==> src/rtl/fp_addsub_pipe.sv <==
// fp_addsub_pipe: IEEE-754 add/subtract with generic format and 1..4 register pipeline.
// Steps (align, add, normalize, round) are folded into STAGES register slices.
module fp_addsub_pipe #(
   parameter int EXP_W  = 8,
   parameter int MAN_W  = 23,
   parameter int STAGES = 3,
   parameter int TAG_W  = 7
) (
   input  logic                    clk,
   input  logic                    rst,
   input  logic                    en,
   input  logic [STAGES-1:0]       clear,
   input  logic                    in_valid,
   input  logic                    op_sub,
   input  logic [EXP_W+MAN_W:0]    a,
   input  logic [EXP_W+MAN_W:0]    b,
   input  logic [2:0]              rm,
   input  logic [TAG_W-1:0]        tag_i,
   output logic                    out_valid,
   output logic [EXP_W+MAN_W:0]    result,
   output logic [4:0]              fflags,
   output logic [TAG_W-1:0]        tag_o,
   output logic [STAGES-1:0]       stage_valid,
   output logic [STAGES*TAG_W-1:0] stage_tag
);
   localparam int W  = 1 + EXP_W + MAN_W;
   localparam int MW = MAN_W + 4;
   localparam int EW = EXP_W + 1;
   localparam logic [EXP_W-1:0] EMAX = '1;
   localparam logic [EXP_W-1:0] EBIG = EMAX - 1'b1;
   localparam logic [W-1:0] QNAN = {1'b0, EMAX, 1'b1, {(MAN_W-1){1'b0}}};
   localparam logic [2:0] RTZ = 3'b001;
   localparam logic [2:0] RDN = 3'b010;
   localparam logic [2:0] RUP = 3'b011;
   localparam logic [2:0] RMM = 3'b100;

   typedef struct packed {
      logic [W-1:0]       a;
      logic [W-1:0]       b;
      logic               op_sub;
      logic [2:0]         rm;
      logic [TAG_W-1:0]   tag;
      logic               special;
      logic               nv;
      logic [W-1:0]       spec_val;
      logic               sl;
      logic               eff_sub;
      logic [EW-1:0]      el;
      logic [MW-1:0]      ml;
      logic [MW-1:0]      ms;
      logic [MW:0]        sum;
      logic               sign;
      logic [MW-1:0]      nm;
      logic [EW-1:0]      ne;
      logic [W-1:0]       res;
      logic [4:0]         flags;
   } pipe_t;

   function automatic pipe_t step_align(pipe_t p);
      logic sa, sb, swap, a_nan, b_nan, a_inf, b_inf, bad;
      logic [EXP_W-1:0] ea, eb, el, es, diff;
      logic [MW-1:0] ma, mb, ml, mn, lost;
      sa = p.a[W-1];
      sb = p.b[W-1] ^ p.op_sub;
      a_nan = p.a[W-2:MAN_W] == EMAX && p.a[MAN_W-1:0] != '0;
      b_nan = p.b[W-2:MAN_W] == EMAX && p.b[MAN_W-1:0] != '0;
      a_inf = p.a[W-2:MAN_W] == EMAX && p.a[MAN_W-1:0] == '0;
      b_inf = p.b[W-2:MAN_W] == EMAX && p.b[MAN_W-1:0] == '0;
      bad = a_nan | b_nan | (a_inf & b_inf & (sa ^ sb));
      p.special = a_nan | b_nan | a_inf | b_inf;
      p.nv = (a_nan & ~p.a[MAN_W-1]) | (b_nan & ~p.b[MAN_W-1]) | (a_inf & b_inf & (sa ^ sb));
      p.spec_val = bad ? QNAN : a_inf ? {sa, EMAX, {MAN_W{1'b0}}} : {sb, EMAX, {MAN_W{1'b0}}};
      // subnormals carry a hidden 0 and behave as exponent 1
      ma = {p.a[W-2:MAN_W] != '0, p.a[MAN_W-1:0], 3'b000};
      mb = {p.b[W-2:MAN_W] != '0, p.b[MAN_W-1:0], 3'b000};
      ea = p.a[W-2:MAN_W] == '0 ? EXP_W'(1) : p.a[W-2:MAN_W];
      eb = p.b[W-2:MAN_W] == '0 ? EXP_W'(1) : p.b[W-2:MAN_W];
      swap = p.b[W-2:0] > p.a[W-2:0];
      el = swap ? eb : ea;
      es = swap ? ea : eb;
      ml = swap ? mb : ma;
      mn = swap ? ma : mb;
      diff = el - es;
      lost = mn & ~({MW{1'b1}} << diff);
      p.ms = int'(diff) >= MW - 1 ? {{(MW-1){1'b0}}, |mn} : (mn >> diff) | {{(MW-1){1'b0}}, |lost};
      p.ml = ml;
      p.el = {1'b0, el};
      p.sl = swap ? sb : sa;
      p.eff_sub = sa ^ sb;
      return p;
   endfunction

   function automatic pipe_t step_add(pipe_t p);
      p.sum = p.eff_sub ? {1'b0, p.ml} - {1'b0, p.ms} : {1'b0, p.ml} + {1'b0, p.ms};
      p.sign = (p.sum == '0 && p.eff_sub) ? (p.rm == RDN) : p.sl;
      return p;
   endfunction

   function automatic pipe_t step_norm(pipe_t p);
      int lz, sh;
      lz = MW;
      for (int i = 0; i < MW; i++)
         if (p.sum[i]) lz = MW - 1 - i;
      // left shift stops at exponent 1 so tiny results land as subnormals
      sh = lz < int'(p.el) - 1 ? lz : int'(p.el) - 1;
      p.nm = p.sum[MW] ? (p.sum[MW:1] | MW'(p.sum[0])) : p.sum[MW-1:0] << sh;
      p.ne = p.sum[MW] ? p.el + 1'b1 : p.el - EW'(sh);
      return p;
   endfunction

   function automatic pipe_t step_round(pipe_t p);
      logic g, inx, up, of, to_inf;
      logic [MAN_W+1:0] mant;
      logic [EW-1:0] ef;
      logic [MAN_W-1:0] fr;
      g = p.nm[2];
      inx = |p.nm[2:0];
      up = p.rm == RTZ ? 1'b0 : p.rm == RDN ? inx & p.sign : p.rm == RUP ? inx & ~p.sign :
           p.rm == RMM ? g : g & (p.nm[1] | p.nm[0] | p.nm[3]);
      mant = {1'b0, p.nm[MW-1:3]} + {{(MAN_W+1){1'b0}}, up};
      ef = mant[MAN_W+1] ? p.ne + 1'b1 : mant[MAN_W] ? p.ne : '0;
      fr = mant[MAN_W+1] ? mant[MAN_W:1] : mant[MAN_W-1:0];
      of = ef >= {1'b0, EMAX};
      to_inf = p.rm == RTZ ? 1'b0 : p.rm == RDN ? p.sign : p.rm == RUP ? ~p.sign : 1'b1;
      p.res = p.special ? p.spec_val : !of ? {p.sign, ef[EXP_W-1:0], fr} :
              to_inf ? {p.sign, EMAX, {MAN_W{1'b0}}} : {p.sign, EBIG, {MAN_W{1'b1}}};
      p.flags = p.special ? {p.nv, 4'b0000} : {2'b00, of, ef == '0 && inx, inx | of};
      return p;
   endfunction

   function automatic pipe_t run(pipe_t p, int first, int last);
      pipe_t x;
      x = p;
      for (int s = 1; s <= 4; s++)
         if (s >= first && s <= last)
            x = s == 1 ? step_align(x) : s == 2 ? step_add(x) : s == 3 ? step_norm(x) : step_round(x);
      return x;
   endfunction

   function automatic int first_step(int k);
      return STAGES >= 4 ? k + 1 : STAGES == 3 ? (k == 0 ? 1 : k + 2) : STAGES == 2 ? 2 * k + 1 : 1;
   endfunction

   function automatic int last_step(int k);
      return STAGES >= 4 ? k + 1 : STAGES == 3 ? k + 2 : STAGES == 2 ? 2 * k + 2 : 4;
   endfunction

   logic             vld [STAGES];
   logic [TAG_W-1:0] tg  [STAGES];
   pipe_t            q   [STAGES];

   for (genvar k = 0; k < STAGES; k++) begin : g_st
      localparam int F = first_step(k);
      localparam int L = last_step(k);
      pipe_t up, d;
      logic v_up;
      logic [TAG_W-1:0] t_up;
      if (k == 0) begin : g_first
         always_comb begin
            up = '0;
            up.a = a;
            up.b = b;
            up.op_sub = op_sub;
            up.rm = rm;
            up.tag = tag_i;
         end
         assign v_up = in_valid;
         assign t_up = tag_i;
      end else begin : g_next
         assign up = q[k-1];
         assign v_up = vld[k-1];
         assign t_up = tg[k-1];
      end
      assign d = run(up, F, L);
      // datapath only loads real ops so the output side holds across bubbles
      always_ff @(posedge clk or negedge rst)
         if (!rst) begin
            vld[k] <= 1'b0;
            tg[k] <= '0;
            q[k] <= '0;
         end else if (clear[k]) begin
            vld[k] <= 1'b0;
            tg[k] <= '0;
         end else if (en) begin
            vld[k] <= v_up;
            tg[k] <= t_up;
            if (v_up) q[k] <= d;
         end
      assign stage_valid[k] = vld[k];
      assign stage_tag[k*TAG_W +: TAG_W] = tg[k];
   end

   assign out_valid = vld[STAGES-1];
   assign result = q[STAGES-1].res;
   assign fflags = q[STAGES-1].flags;
   assign tag_o = q[STAGES-1].tag;
endmodule

==> config.mk <==
export PLATFORM = sky130hd
export DESIGN_NAME = fp_addsub_pipe
export DESIGN_NICKNAME = d
export VERILOG_FILES = /design/src/rtl/fp_addsub_pipe.sv
export SDC_FILE = /design/constraint.sdc
export NUM_CORES = 1
export LEC_CHECK = 0
export CAP_MARGIN = 0
export CORE_UTILIZATION = 40
export DETAILED_ROUTE_END_ITERATION = 6
export PLACE_DENSITY = 0.69
export SYNTH_ARGS = -nofsm -noshare
export SYNTH_HDL_FRONTEND = slang
export SYNTH_SLANG_ARGS = --single-unit
export TNS_END_PERCENT = 1
==> constraint.sdc <==
create_clock -name clk -period 12.3 [get_ports clk]
set_input_delay 2.46 -clock clk [delete_from_list [all_inputs] [get_ports clk]]
set_output_delay 2.46 -clock clk [all_outputs]
set_load 0.02 [all_outputs]
==> summary.md <==
| Metric | Value |
|---|---|
| Outcome | complete, but fails checks |
| Failing checks | DRC |
| Top cell by count, worst path | buf_4 |
| Class of the worst hold path | flip-flop to flip-flop |
| Vias per cell | 6.00 |
| Avg Synthesized Cell Area | 7.63 µm² |
| Top cells by area, synth | dfrtp_1, nand2_1, mux2i_1 |
| Multi-input logic area | 0.0128 mm² |
| Worst path required time | 12.67 ns |
| Final Max Tran Viols | 0 |
| Switching Share | 51.3% |
| P&R area growth vs syn | 24.6% |
| Fill cell count | 4255 |
| Seq pwr share | 18.3% |
| CP arrival | 12.20 ns |
| Design area | 0.0221 mm² |
| EDFF count, synth | 0 |
| Post-synthesis sequential area ratio | 24.2% |
| Leakage | 0.00977 µW |
| Clock Path Buffers | 2 |
| Clock transition at path regs | 0.07 ns |
| Tot GR Track Use | 30.5% |
| # H-tree levels | 4 |
| Pre-CTS WS | -0.336 ns |
| Global-route wire length before repair | 106000 µm |
| DR pass1 iterations | 7 |
| Root buffer cell | clkbuf_16 |
| IO Port Bufs | 149 |
| Final period utilization | 96.2% |
| Largest net degree at the start of global routing | 91 |
| Starting Density | 40.8% |
| Global routing's busiest layer | met2 |
| Register area | 0.00428 mm² |
| Via Count | 19000 |
| Placed Area | 0.0212 mm² |
| FP Rows | 76 |
| Startpoint types | input pin |
| Worst-margin pin slew | 1.09 ns |
| Worst setup EP type | flip-flop |
| Hold slack | 0.473 ns |
| Post-Syn Area | 0.0177 mm² |
| Yosys warnings | 0 |
| Logic pwr share | 71.1% |
| Die Span Y | 212 µm |
| Min-delay src | g_st[1].d[197]$_DFFE_PN0P_ |
| Final setup vio count | 0 |
| Final Net Count | 2739 |
| Routing usage on met1 | 38.4% |
| Share of cells above drive strength 1 | 15.9% |
| Flop2flop setup slack | 5.60 ns |
| Depth of the worst register-to-register path | 34 |
| GRT met2 Usage | 49.7% |
| RD Place Congestion | 1.00 |
| Commonest cells post-synth | nand2_1, nor2_1, dfrtp_1, a21oi_1, o21ai_0 |
| Fmax | 0.0845 GHz |
| Cts bufs inserted | 17 |
| Clk_skew | 0.0147 ns |
| Share of flip-flops with an asynchronous set or reset | 100% |
| WL per Instance | 21.7 µm |
| Total gr overflow | 0 |
| Max cap viols | 0 |
| Yosys top cell by area | dfrtp_1 |
| VDD IR-drop max | 0.000151 V |
| Total Wirelength | 68700 µm |
| Die Wd | 212 µm |
| CTS Hold Bufs | 0 |
| Ports | 151 |
| WS Path Type | input pin to flip-flop |
| Setup ws final | 0.469 ns |
| DPL Wire Length | 54700 µm |
| Core area | 0.0434 mm² |
| Core Util, Final | 50.9% |
| Clk pwr share | 10.6% |
| DRT antenna net count | 0 |
| DRC viols | 4 |
| Max incr delay on CP | 0.50 ns |
| Sw power | 2710 µW |
| Mapped Nets | 2488 |
| Final Hold Fails | 0 |
| Diode count | 0 |
| Synth unique cells | 104 |
| Power per Cell Area | 239 mW/mm² |
| Reg2reg end | g_st[2].d[45]$_DFFE_PN0P_ |
| Critical Path Slowest Stage Cell | or4_1 |
| Share of the synthesized area in the top cell type | 24.2% |
| Worst slew margin | 26.3% |
| Reg2reg start | g_st[1].d[75]$_DFFE_PN0P_ |
| Crit-path max FO | 14 |
| Hold path depth | 1 |
| CTS tree | yes |
| Clock sink count | 171 |
| Number of synthesized register bits | 171 |
| Met3 Use GR | 3.80% |
| Initial antenna violation count | 0 |
| Min Clock Period, post-route | 11.83 ns |
| Clk_lat worst skew | 0.46 ns |
| Mapped Cells | 2321 |
| Area of the die | 0.0451 mm² |
| Count leader, synth | nand2_1 |
| Vias in the first global route | 18300 |
| Post-synth top flop | dfrtp_1 |
| Hold Path End | g_st[1].d[197]$_DFFE_PN0P_ |
| Internal Power | 2570 µW |
| Initial DRC Count | 1926 |
power by group through the flow:
stage | clock network [µW] | logic (µW) | registers, µW
final | 558 | 3750 | 967
after global routing | 589 | 4050 | 993
after CTS | 569 | 3640 | 962
after detailed placement | 0 | 3620 | 973
after global placement | 0 | 3610 | 966
after floorplan | 0 | 2360 | 912
state kept, by name, indices dropped and copies added, names as in the netlist:
register	cells
tag_o	7
result	32
g_st.v_up	2
g_st.t_up	14
fflags	4
g_st.d	104
out_valid	1
stage_tag	7
critical path: cells and delay by family:
family	cells	cell delay (ns)
compound gates	20	4.02
xor+xnor	2	0.36
fa+ha+maj	4	1.24
buf+inv	9	1.64
simple gates	13	2.43
worst max path at each step:
stage,start,cells after the start,endpoint
2_1_floorplan,a[29],50,g_st[1].d[73]$_DFFE_PN0P_
3_3_place_gp,a[18],45,g_st[1].d[73]$_DFFE_PN0P_
3_5_place_dp,a[18],43,g_st[1].d[73]$_DFFE_PN0P_
4_1_cts,a[18],43,g_st[1].d[73]$_DFFE_PN0P_
5_1_grt,a[18],47,g_st[1].d[73]$_DFFE_PN0P_
6_report,a[13],48,g_st[1].d[73]$_DFFE_PN0P_
cell usage in the layout (no fill, tap or decap), drive strengths merged, types with 8 or more instances in the layout:
cell	instances
a21oi	166
nor4	33
a22oi	8
xnor2	49
o211ai	13
o31a	8
and2	17
nor2	211
nand2b	22
mux4	22
o21ai	167
o22ai	20
a31oi	23
inv	78
or2	14
o31ai	37
a211oi	27
a311oi	8
a2111oi	10
mux2	25
a221oi	10
buf	245
mux2i	121
nand2	363
and3	40
or3	13
nor2b	15
a21boi	8
nand3	75
o21bai	15
dfrtp	171
clkbuf	17
xor2	41
nor3	56
ha	83
o21a	15
a21o	38
o2111ai	9
nand4	35
clkdlybuf4s50	148
stage by stage:
step	TNS, ns	cells	power (µW)
final	0	3170	5280
after CTS	0	3165	5170
after floorplan	0	2321	3270
after detailed placement	-0.336	3133	4590
after global placement	-0.257	3133	4580
after global routing	-0.0467	3170	5630
cells by family (layout without fill, tap and decap cells):
family | Yosys count | count (layout) | share of synthesized area [%]
compound gates | 659 | 659 | 24.6
xor+xnor | 90 | 90 | 4.75
fa+ha+maj | 85 | 85 | 6.09
buf+inv | 231 | 494 | 5.20
flops | 171 | 171 | 24.2
mux | 168 | 168 | 11.2
other cells | 1 | 1 | 0.0212
simple gates | 916 | 917 | 24.0
what timing repair did:
item,in CTS,in global routing
buffers inserted,0,4
hold endpoints to repair,0,0
gates resized for setup,0,45
endpoints found under the setup margin,0,2
area by class of cell:
cell class | instances | share of cell area (%)
Multi-Input combinational cell | 1920 | 57.9
Clock inverter | 15 | 0.947
Clock buffer | 17 | 1.93
Inverter | 69 | 1.19
Timing Repair Buffer | 393 | 15.3
Sequential cell | 171 | 19.4
Tap cell | 585 | 3.32
routing by layer:
layer  routed length [µm]  part of all wire, %
met1                28700                   42
met2                31600                   46
met3                 4110                  6.0
met4                 4300                  6.3
met5                    0                    0
(Power assumes the default switching activity.)
